[config.mk]
export PLATFORM = sky130hd
export DESIGN_NAME = osc_intl_multi
export DESIGN_NICKNAME = d
export VERILOG_FILES = /design/src/rtl/osc_intl_multi.sv
export SDC_FILE = /design/constraint.sdc
export NUM_CORES = 2
export LEC_CHECK = 0
export ABC_CLOCK_PERIOD_IN_PS = 4600
export BUFFER_PORTS_ARGS = -buffer_cell sky130_fd_sc_hd__buf_2
export CAP_MARGIN = 0
export CELL_PAD_IN_SITES_DETAIL_PLACEMENT = 1
export CELL_PAD_IN_SITES_GLOBAL_PLACEMENT = 2
export CORE_MARGIN = 2
export CORE_UTILIZATION = 35
export DETAILED_ROUTE_END_ITERATION = 16
export HOLD_SLACK_MARGIN = 0.15
export PLACE_DENSITY_LB_ADDON = 0.15
export SYNTH_ARGS = -nofsm -noshare
export SYNTH_HDL_FRONTEND = slang
export SYNTH_SLANG_ARGS = --single-unit
[constraint.sdc]
create_clock -name i_clk -period 4.6 [get_ports i_clk]
set_clock_uncertainty 0.2 [all_clocks]
set_input_delay 0.69 -clock i_clk [delete_from_list [all_inputs] [get_ports i_clk]]
set_output_delay 0.69 -clock i_clk [all_outputs]
set_load 0.05 [all_outputs]
[src/rtl/osc_intl_multi.sv]
// -----------------------------------------------------------------------------
// osc_intl_multi -- multi-channel oscillation interlock
//
// Each channel compares the magnitude of a float32 sample against its own
// float32 threshold. Every 0->1 transition of the registered compare result is
// one crossing event. A shared window counter divides time into windows of
// i_period clocks. At each window wrap, every channel with at least
// i_cnt_thresh crossings in the closing window gets one more "hit". Any other
// channel has its hit count reset to 0. When a channel's hit count reaches
// i_cycle_cnt, its interlock bit latches. The bit stays set until a rising edge
// of i_clr.
//
// Optional feature (compile-time macro OSC_FIRST_FAULT_EN):
//   Adds o_first_ch / o_first_vld. These capture the lowest channel that trips
//   while no interlock is latched. Both hold until a clear edge.
//
// Ports
//   i_clk          system clock
//   i_rst          synchronous reset, active-high
//   i_osc_en       global enable; low holds window/event/hit counters at 0
//   i_clr          interlock clear, rising-edge sensitive
//   i_data         float32 samples, channel k at [32k+31:32k]
//   i_data_thresh  float32 magnitude thresholds, channel k at [32k+31:32k]
//   i_cnt_thresh   crossings per window needed for a hit (shared)
//   i_period       window length in clocks (shared)
//   i_cycle_cnt    consecutive hit windows needed to trip (shared, 0 acts as 1)
//   o_intl         latched interlock per channel
//   o_intl_any     registered OR of o_intl (one clock behind o_intl)
//   o_first_ch     first tripping channel   (OSC_FIRST_FAULT_EN only)
//   o_first_vld    o_first_ch is valid      (OSC_FIRST_FAULT_EN only)
// -----------------------------------------------------------------------------
module osc_intl_multi #(
  parameter int CH_NUM    = 4,
  parameter int CNT_WIDTH = 32
) (
  input  logic                    i_clk,
  input  logic                    i_rst,
  input  logic                    i_osc_en,
  input  logic                    i_clr,
  input  logic [32*CH_NUM-1:0]    i_data,
  input  logic [32*CH_NUM-1:0]    i_data_thresh,
  input  logic [CNT_WIDTH-1:0]    i_cnt_thresh,
  input  logic [CNT_WIDTH-1:0]    i_period,
  input  logic [CNT_WIDTH-1:0]    i_cycle_cnt,
  output logic [CH_NUM-1:0]       o_intl,
`ifdef OSC_FIRST_FAULT_EN
  output logic [((CH_NUM > 1) ? $clog2(CH_NUM) : 1)-1:0] o_first_ch,
  output logic                    o_first_vld,
`endif
  output logic                    o_intl_any
);

  localparam logic [CNT_WIDTH-1:0] CNT_ONE = CNT_WIDTH'(1);

  // Counters stop at all-ones instead of wrapping back to 0.
  function automatic logic [CNT_WIDTH-1:0] sat_inc(input logic [CNT_WIDTH-1:0] v);
    return (&v) ? v : v + CNT_ONE;
  endfunction

  // ---------------------------------------------------------------------------
  // Magnitude compare
  // The IEEE-754 sign bit is dropped. For non-negative floats, bits [30:0]
  // order the same way as the values, so an unsigned compare gives |x| > |t|.
  // A NaN sample (exp all ones, mantissa non-zero) always counts as exceeding.
  // ---------------------------------------------------------------------------
  logic [CH_NUM-1:0]   exc_now;
  logic [2*CH_NUM-1:0] sign_unused;

  always_comb begin
    exc_now     = '0;
    sign_unused = '0;
    for (int k = 0; k < CH_NUM; k++) begin
      exc_now[k] = ((i_data[32*k+30 -: 8] == 8'hFF) && (i_data[32*k+22 -: 23] != 23'd0))
                || (i_data[32*k +: 31] > i_data_thresh[32*k +: 31]);
      sign_unused[2*k]   = i_data[32*k+31];
      sign_unused[2*k+1] = i_data_thresh[32*k+31];
    end
  end

  // ---------------------------------------------------------------------------
  // State
  // ---------------------------------------------------------------------------
  logic [CH_NUM-1:0]    exc_q;            // registered compare result
  logic [CH_NUM-1:0]    edge_q, edge_d;   // previous exc_q, for 0->1 detection
  logic [CNT_WIDTH-1:0] win_q, win_d;     // shared window position
  logic [CNT_WIDTH-1:0] evt_q [CH_NUM];   // crossings in current window
  logic [CNT_WIDTH-1:0] evt_d [CH_NUM];
  logic [CNT_WIDTH-1:0] hit_q [CH_NUM];   // consecutive hit windows
  logic [CNT_WIDTH-1:0] hit_d [CH_NUM];
  logic [CNT_WIDTH-1:0] per_q, per_d;     // config in force for this window
  logic [CNT_WIDTH-1:0] cnt_q, cnt_d;
  logic [CNT_WIDTH-1:0] cyc_q, cyc_d;
  logic                 clr_q;            // i_clr history for edge detect
  logic [CH_NUM-1:0]    intl_q, intl_d;
  logic                 any_q;

  logic                 run;
  logic                 wrap;
  logic                 cfg_load;
  logic                 clr_edge;
  logic [CNT_WIDTH-1:0] cyc_eff;
  logic [CH_NUM-1:0]    evt_pulse;
  logic [CH_NUM-1:0]    trip;

  // ---------------------------------------------------------------------------
  // Next-state logic
  // Detection runs only while enabled and the config in force is valid.
  // The config registers reload every clock while detection is idle, and at
  // each wrap while it runs. A mid-window config change therefore waits for
  // the wrap. Once idle, the detector restarts from the live inputs.
  // ---------------------------------------------------------------------------
  always_comb begin
    run       = i_osc_en && (per_q != '0) && (cnt_q != '0);
    wrap      = run && (win_q == per_q - CNT_ONE);
    cfg_load  = !run || wrap;
    clr_edge  = i_clr && !clr_q;
    cyc_eff   = (cyc_q == '0) ? CNT_ONE : cyc_q;
    evt_pulse = exc_q & ~edge_q;

    per_d  = cfg_load ? i_period     : per_q;
    cnt_d  = cfg_load ? i_cnt_thresh : cnt_q;
    cyc_d  = cfg_load ? i_cycle_cnt  : cyc_q;
    edge_d = run ? exc_q : '0;

    if (!run || wrap) begin
      win_d = '0;
    end else begin
      win_d = win_q + CNT_ONE;
    end

    for (int k = 0; k < CH_NUM; k++) begin
      if (!run) begin
        evt_d[k] = '0;
        hit_d[k] = '0;
      end else if (wrap) begin
        // A crossing in the wrap clock belongs to the new window.
        evt_d[k] = CNT_WIDTH'(evt_pulse[k]);
        hit_d[k] = (evt_q[k] >= cnt_q) ? sat_inc(hit_q[k]) : '0;
      end else begin
        evt_d[k] = evt_pulse[k] ? sat_inc(evt_q[k]) : evt_q[k];
        hit_d[k] = hit_q[k];
      end
      if (clr_edge) begin
        hit_d[k] = '0;
      end
      trip[k] = (hit_q[k] >= cyc_eff);
    end

    // A trip in the same clock as a clear edge wins.
    intl_d = (intl_q & ~{CH_NUM{clr_edge}}) | trip;
  end

  always_ff @(posedge i_clk) begin
    if (i_rst) begin
      exc_q  <= '0;
      edge_q <= '0;
      win_q  <= '0;
      per_q  <= '0;
      cnt_q  <= '0;
      cyc_q  <= '0;
      clr_q  <= 1'b0;
      intl_q <= '0;
      any_q  <= 1'b0;
      for (int k = 0; k < CH_NUM; k++) begin
        evt_q[k] <= '0;
        hit_q[k] <= '0;
      end
    end else begin
      exc_q  <= exc_now;
      edge_q <= edge_d;
      win_q  <= win_d;
      per_q  <= per_d;
      cnt_q  <= cnt_d;
      cyc_q  <= cyc_d;
      clr_q  <= i_clr;
      intl_q <= intl_d;
      any_q  <= |intl_q;
      for (int k = 0; k < CH_NUM; k++) begin
        evt_q[k] <= evt_d[k];
        hit_q[k] <= hit_d[k];
      end
    end
  end

  assign o_intl     = intl_q;
  assign o_intl_any = any_q;

`ifdef OSC_FIRST_FAULT_EN
  // ---------------------------------------------------------------------------
  // First-fault capture: the lowest channel that trips while none is captured.
  // A clear edge frees the capture. A trip in that same clock is captured at once.
  // ---------------------------------------------------------------------------
  localparam int IDX_W = (CH_NUM > 1) ? $clog2(CH_NUM) : 1;

  logic [IDX_W-1:0] first_ch_q, first_ch_d, trip_idx;
  logic             first_vld_q, first_vld_d;

  always_comb begin
    trip_idx = '0;
    for (int k = CH_NUM - 1; k >= 0; k--) begin
      if (trip[k]) begin
        trip_idx = IDX_W'(k);
      end
    end
    first_ch_d  = first_ch_q;
    first_vld_d = first_vld_q;
    if (clr_edge) begin
      first_ch_d  = '0;
      first_vld_d = 1'b0;
    end
    if ((|trip) && !first_vld_d) begin
      first_ch_d  = trip_idx;
      first_vld_d = 1'b1;
    end
  end

  always_ff @(posedge i_clk) begin
    if (i_rst) begin
      first_ch_q  <= '0;
      first_vld_q <= 1'b0;
    end else begin
      first_ch_q  <= first_ch_d;
      first_vld_q <= first_vld_d;
    end
  end

  assign o_first_ch  = first_ch_q;
  assign o_first_vld = first_vld_q;
`endif

endmodule
==> run summary <==
The run finished with clean final reports. The run gives 28578 as the via count of the first global-routing pass. The first global-routing pass estimated 154600 um of wire. The die is 285.1 um tall.

The maximum frequency from static timing analysis is 223.6 MHz, and the worst reg2reg path depth is 11. Data arrives at the worst endpoint at 4.81 ns. The library cell used most frequently in the layout, excluding fill and tap cells, is nor2_1.

The post-layout instance count excluding filler cells was 4956; the worst-path maximum fanout was 86. Port buffering added 352 buffers. The power density relative to cell area was 268.1 nW/um^2.

The endpoint identified for the worst register-to-register timing path is hit_q[2][13]. The final critical path takes up 97.21% of the cycle. The run gives 0 as the total grt overflow.

In this run, flip-flops and latches consume 39.6% of the power. The pre-antenna-repair detailed-routing pass consisted of 5 iterations. The floorplan step defined a die boundary enclosing 81310 sq um.

The clock latency on the worst-skew pair was 0.62 ns; the total global routing track utilization was 23.43%. Final-report max-slew violation count: 0. Across the VDD grid, the largest voltage drop is 205.5 uV. The Yosys step of the flow raised 0 warnings. Counting distinct cell types in the post-synthesis netlist gives 64. The analysis attributes to cell leakage a power of 14.60 nW. The maximum buffer depth of the clock tree was 3; the register bit total from synthesis was 398.

Summing the sequential cell areas from Yosys gives 28.80% of the chip area. The tools report the number of endpoints with negative hold slack in the final report as 0. Synthesis produced a netlist whose cell count is 3400. Counting I/O delays and the setup requirement, the final critical path takes 4.472 ns. For the worst max-slew margin expressed relative to the limit, the log shows 32.63%.

The area added between synthesis and finish was 21.75%. The core region is 78610 sq um. CTS built an H-tree with a depth of 2. Of the total power, combinational logic draws 14.0%. The number of antenna violations at the first check in global routing was 9. After detailed routing, the number of remaining DRC violations is 0. In the layout the commonest cells are nor2_1, dfxtp_1, ha_1.

In this run the worst setup path begins at per_q[0]. The detailed placement HPWL is 77400 um, and the post-layout net count is 4604. The critical setup path kind is flop to flop. The run gives 1043 as the initial detailed-routing violation count.

TritonCTS created 51 clock buffers. The worst-case setup margin in the final layout came out at 0.1283 ns. Number of enable-type register cells in the synthesized netlist: 0. The detailed-route vias per instance is 5.336, and the count of vias placed by the detailed router is 26444. The transition time at the pin with the least slew margin works out to 1.006 ns. The leading register cell type out of synthesis is dfxtp_1.

Entering global routing, the biggest net connects 87 pins. For the number of rows created at floorplan, the log shows 103. In this run the clock root is driven by a clkbuf_16. Of the total power, the share spent switching nets is 27.03%. STA classifies the critical path startpoint as a flop.

Clock-pin slew was measured on the worst setup and hold paths at 0.06 ns. After synthesis, the mean cell area works out to 8.137 sq um. The run gives 35.19% as the initial cell density of the core. For the pre-CTS setup slack, the log shows -0.007609 ns.

The worst setup path is captured at a flop. The run gives 0 as the number of maximum-capacitance violations. Setup repair after global routing could not meet its margin everywhere. The routed wire length is 97180 um.

After layout, the design draws a total of 9.030 mW. Clock net sink count: 398. Fill cells in the final layout number 9553. Internal cell power: 6.589 mW. The worst min-delay path category is input port to flop. For the reported net switching power, the log shows 2.441 mW. The capture point of the worst path was hit_q[2][13]. The cell area that synthesis handed to floorplanning was 27670 sq um. 361 I/O pins were placed.

Routed length per instance: 19.61 um. The startpoint identified for the worst register-to-register timing path is per_q[0]. The worst hold path was traced through 3 stages. TritonCTS built the clock tree.

Routability-driven placement finished with a final weighted congestion of 0.8467. In the synthesized netlist the async set-or-reset flop fraction comes to 0%. The logs give 4146 for the post-synthesis net count and 46.4% for the clock power share. The detail route stage leaves a number of antenna-violating nets equal to 0.

The run gives 4.94 ns as the required time of the critical path. The count of placed standard cells including taps was 4762. For the number of failing setup endpoints in the final timing report, the log shows 0. In the final timing run, aggregate negative setup slack is 0 ns. Setup slack of the worst register-to-register path: 0.13 ns. The horizontal die dimension was 285.1 um; the share of post-route cells with drive strength above 1 was 13.79%.
critical path: stages, from the launching register on:
cell      delay, ns
dfxtp_1        0.37
nor4_2         0.62
nand4b_1       0.43
nor2_1         0.30
o221ai_1       0.21
or4_1          0.61
or4_4          0.60
buf_12         0.22
nor3b_4        0.29
buf_12         0.16
nand3_1        0.09
a21oi_1        0.19
cell type report:
type / count / area (sq um) / share of cell area (%)
Antenna cell: 6 / 15.01 / 0.04458
Clock buffer: 79 / 1543 / 4.580
Clock inverter: 16 / 203.9 / 0.6055
Inverter: 230 / 863.3 / 2.563
Multi-Input combinational cell: 2675 / 18570 / 55.13
Sequential cell: 398 / 7968 / 23.66
Tap cell: 1050 / 1314 / 3.900
Timing Repair Buffer: 502 / 3206 / 9.517
logic make-up after synthesis:
family | Yosys count | synth area share (%)
muxes | 104 | 3.763
adders and majority gates | 390 | 17.64
xor gates and xnor gates | 254 | 8.041
AOI/OAI and AO/OA | 525 | 11.76
DFF | 398 | 28.80
and+or+nand+nor | 1402 | 25.49
buffers and inverters | 327 | 4.514
stage by stage:
step	area, sq um	hold slack [ns]	utilization [%]
global route	33680	0.1676	42.84
global placement	30890	0.2518	39.30
detailed placement	30890	0.2544	39.30
finish	33680	0.1792	42.85
floorplan	27670	0.2214	-
CTS	33550	0.1521	42.68
power groups by stage:
stage / combinational (mW) / sequential (mW) / clock (mW)
2_1_floorplan: 0.697 / 3.62 / 0
3_3_place_gp: 1.14 / 3.65 / 0
3_5_place_dp: 1.20 / 3.66 / 0
4_1_cts: 1.27 / 3.58 / 4.30
5_1_grt: 1.41 / 3.59 / 4.44
6_report: 1.26 / 3.58 / 4.19
Yosys cell counts, types with 4 or more instances:
master      n  area, sq um
nand2_1   210        788.3
a21oi_1   176        880.8
o21a_1     13        97.59
nand2b_1   26        162.7
xor2_1     97        849.6
nand3_1   127        635.6
dfxtp_1   398         7968
inv_1     230        863.3
nand4_1   129        807.0
o21ai_0   114        570.6
nor2_1    491         1843
o31ai_1    11        82.58
buf_1       8        30.03
or4_1      22        165.2
and3_1     49        306.5
mux2i_1   104         1041
clkbuf_1   82        307.8
xnor2_1   157         1375
o211ai_1   17        127.6
a21o_1    101        758.2
nand3b_1   13        97.59
nor4_1     92        575.6
a31oi_1    26        162.7
nor2b_1    36        225.2
or2_2       9        56.30
nor3_1     71        355.3
and2_1     20        125.1
or3_1      30        187.7
a221oi_1    9        78.83
and4_1     47        411.6
o22ai_1     4        25.02
buf_2       5        25.02
nor3b_1     6        45.04
nand4b_1    4        35.03
a211oi_1   12        90.09
a41oi_1     4        35.03
nor4b_1     5        43.79
ha_1      390         4880
o31a_1      6        52.55
per-layer routing:
layer | GRT usage, % | vias to the layer above | wire length, um | share of wire [%]
met5 | 0 | - | 46 | 0.047
met1 | 30.24 | 12867 | 44540 | 46
met4 | 4.908 | 8 | 1787 | 1.8
met3 | 3.288 | 118 | 3557 | 3.7
li1 | - | 13031 | - | -
met2 | 41.38 | 420 | 47250 | 49
worst min-delay path by stage:
stage	end	slack, ns	from
final	cyc_q[18]	0.18	i_cycle_cnt[18]
after global routing	cyc_q[17]	0.17	i_cycle_cnt[17]
after CTS	cnt_q[29]	0.15	i_cnt_thresh[29]
after detailed placement	edge_q[0]	0.25	exc_q[0]
after global placement	edge_q[0]	0.25	exc_q[0]
after floorplan	edge_q[2]	0.22	exc_q[2]
what timing repair did:
| item | 4_1_cts | 5_1_grt |
|---|---|---|
| buffers inserted | 0 | 2 |
| setup endpoints to repair | 1 | 204 |
| hold buffers | 91 | 0 |
| endpoints found under the hold margin | 91 | 0 |
| resized for setup | 0 | 13 |
| pin swaps | 1 | 3 |
registers in the layout (all words and copies together), names as in the netlist:
| register | count |
|---|---|
| exc_q | 4 |
| o_intl_any | 1 |
| hit_q | 128 |
| o_intl | 4 |
| evt_q | 128 |
| edge_q | 4 |
| clr_q | 1 |
| per_q | 32 |
| win_q | 32 |
| cnt_q | 32 |
| cyc_q | 32 |
Note: power is estimated with default switching activity, not from simulation.
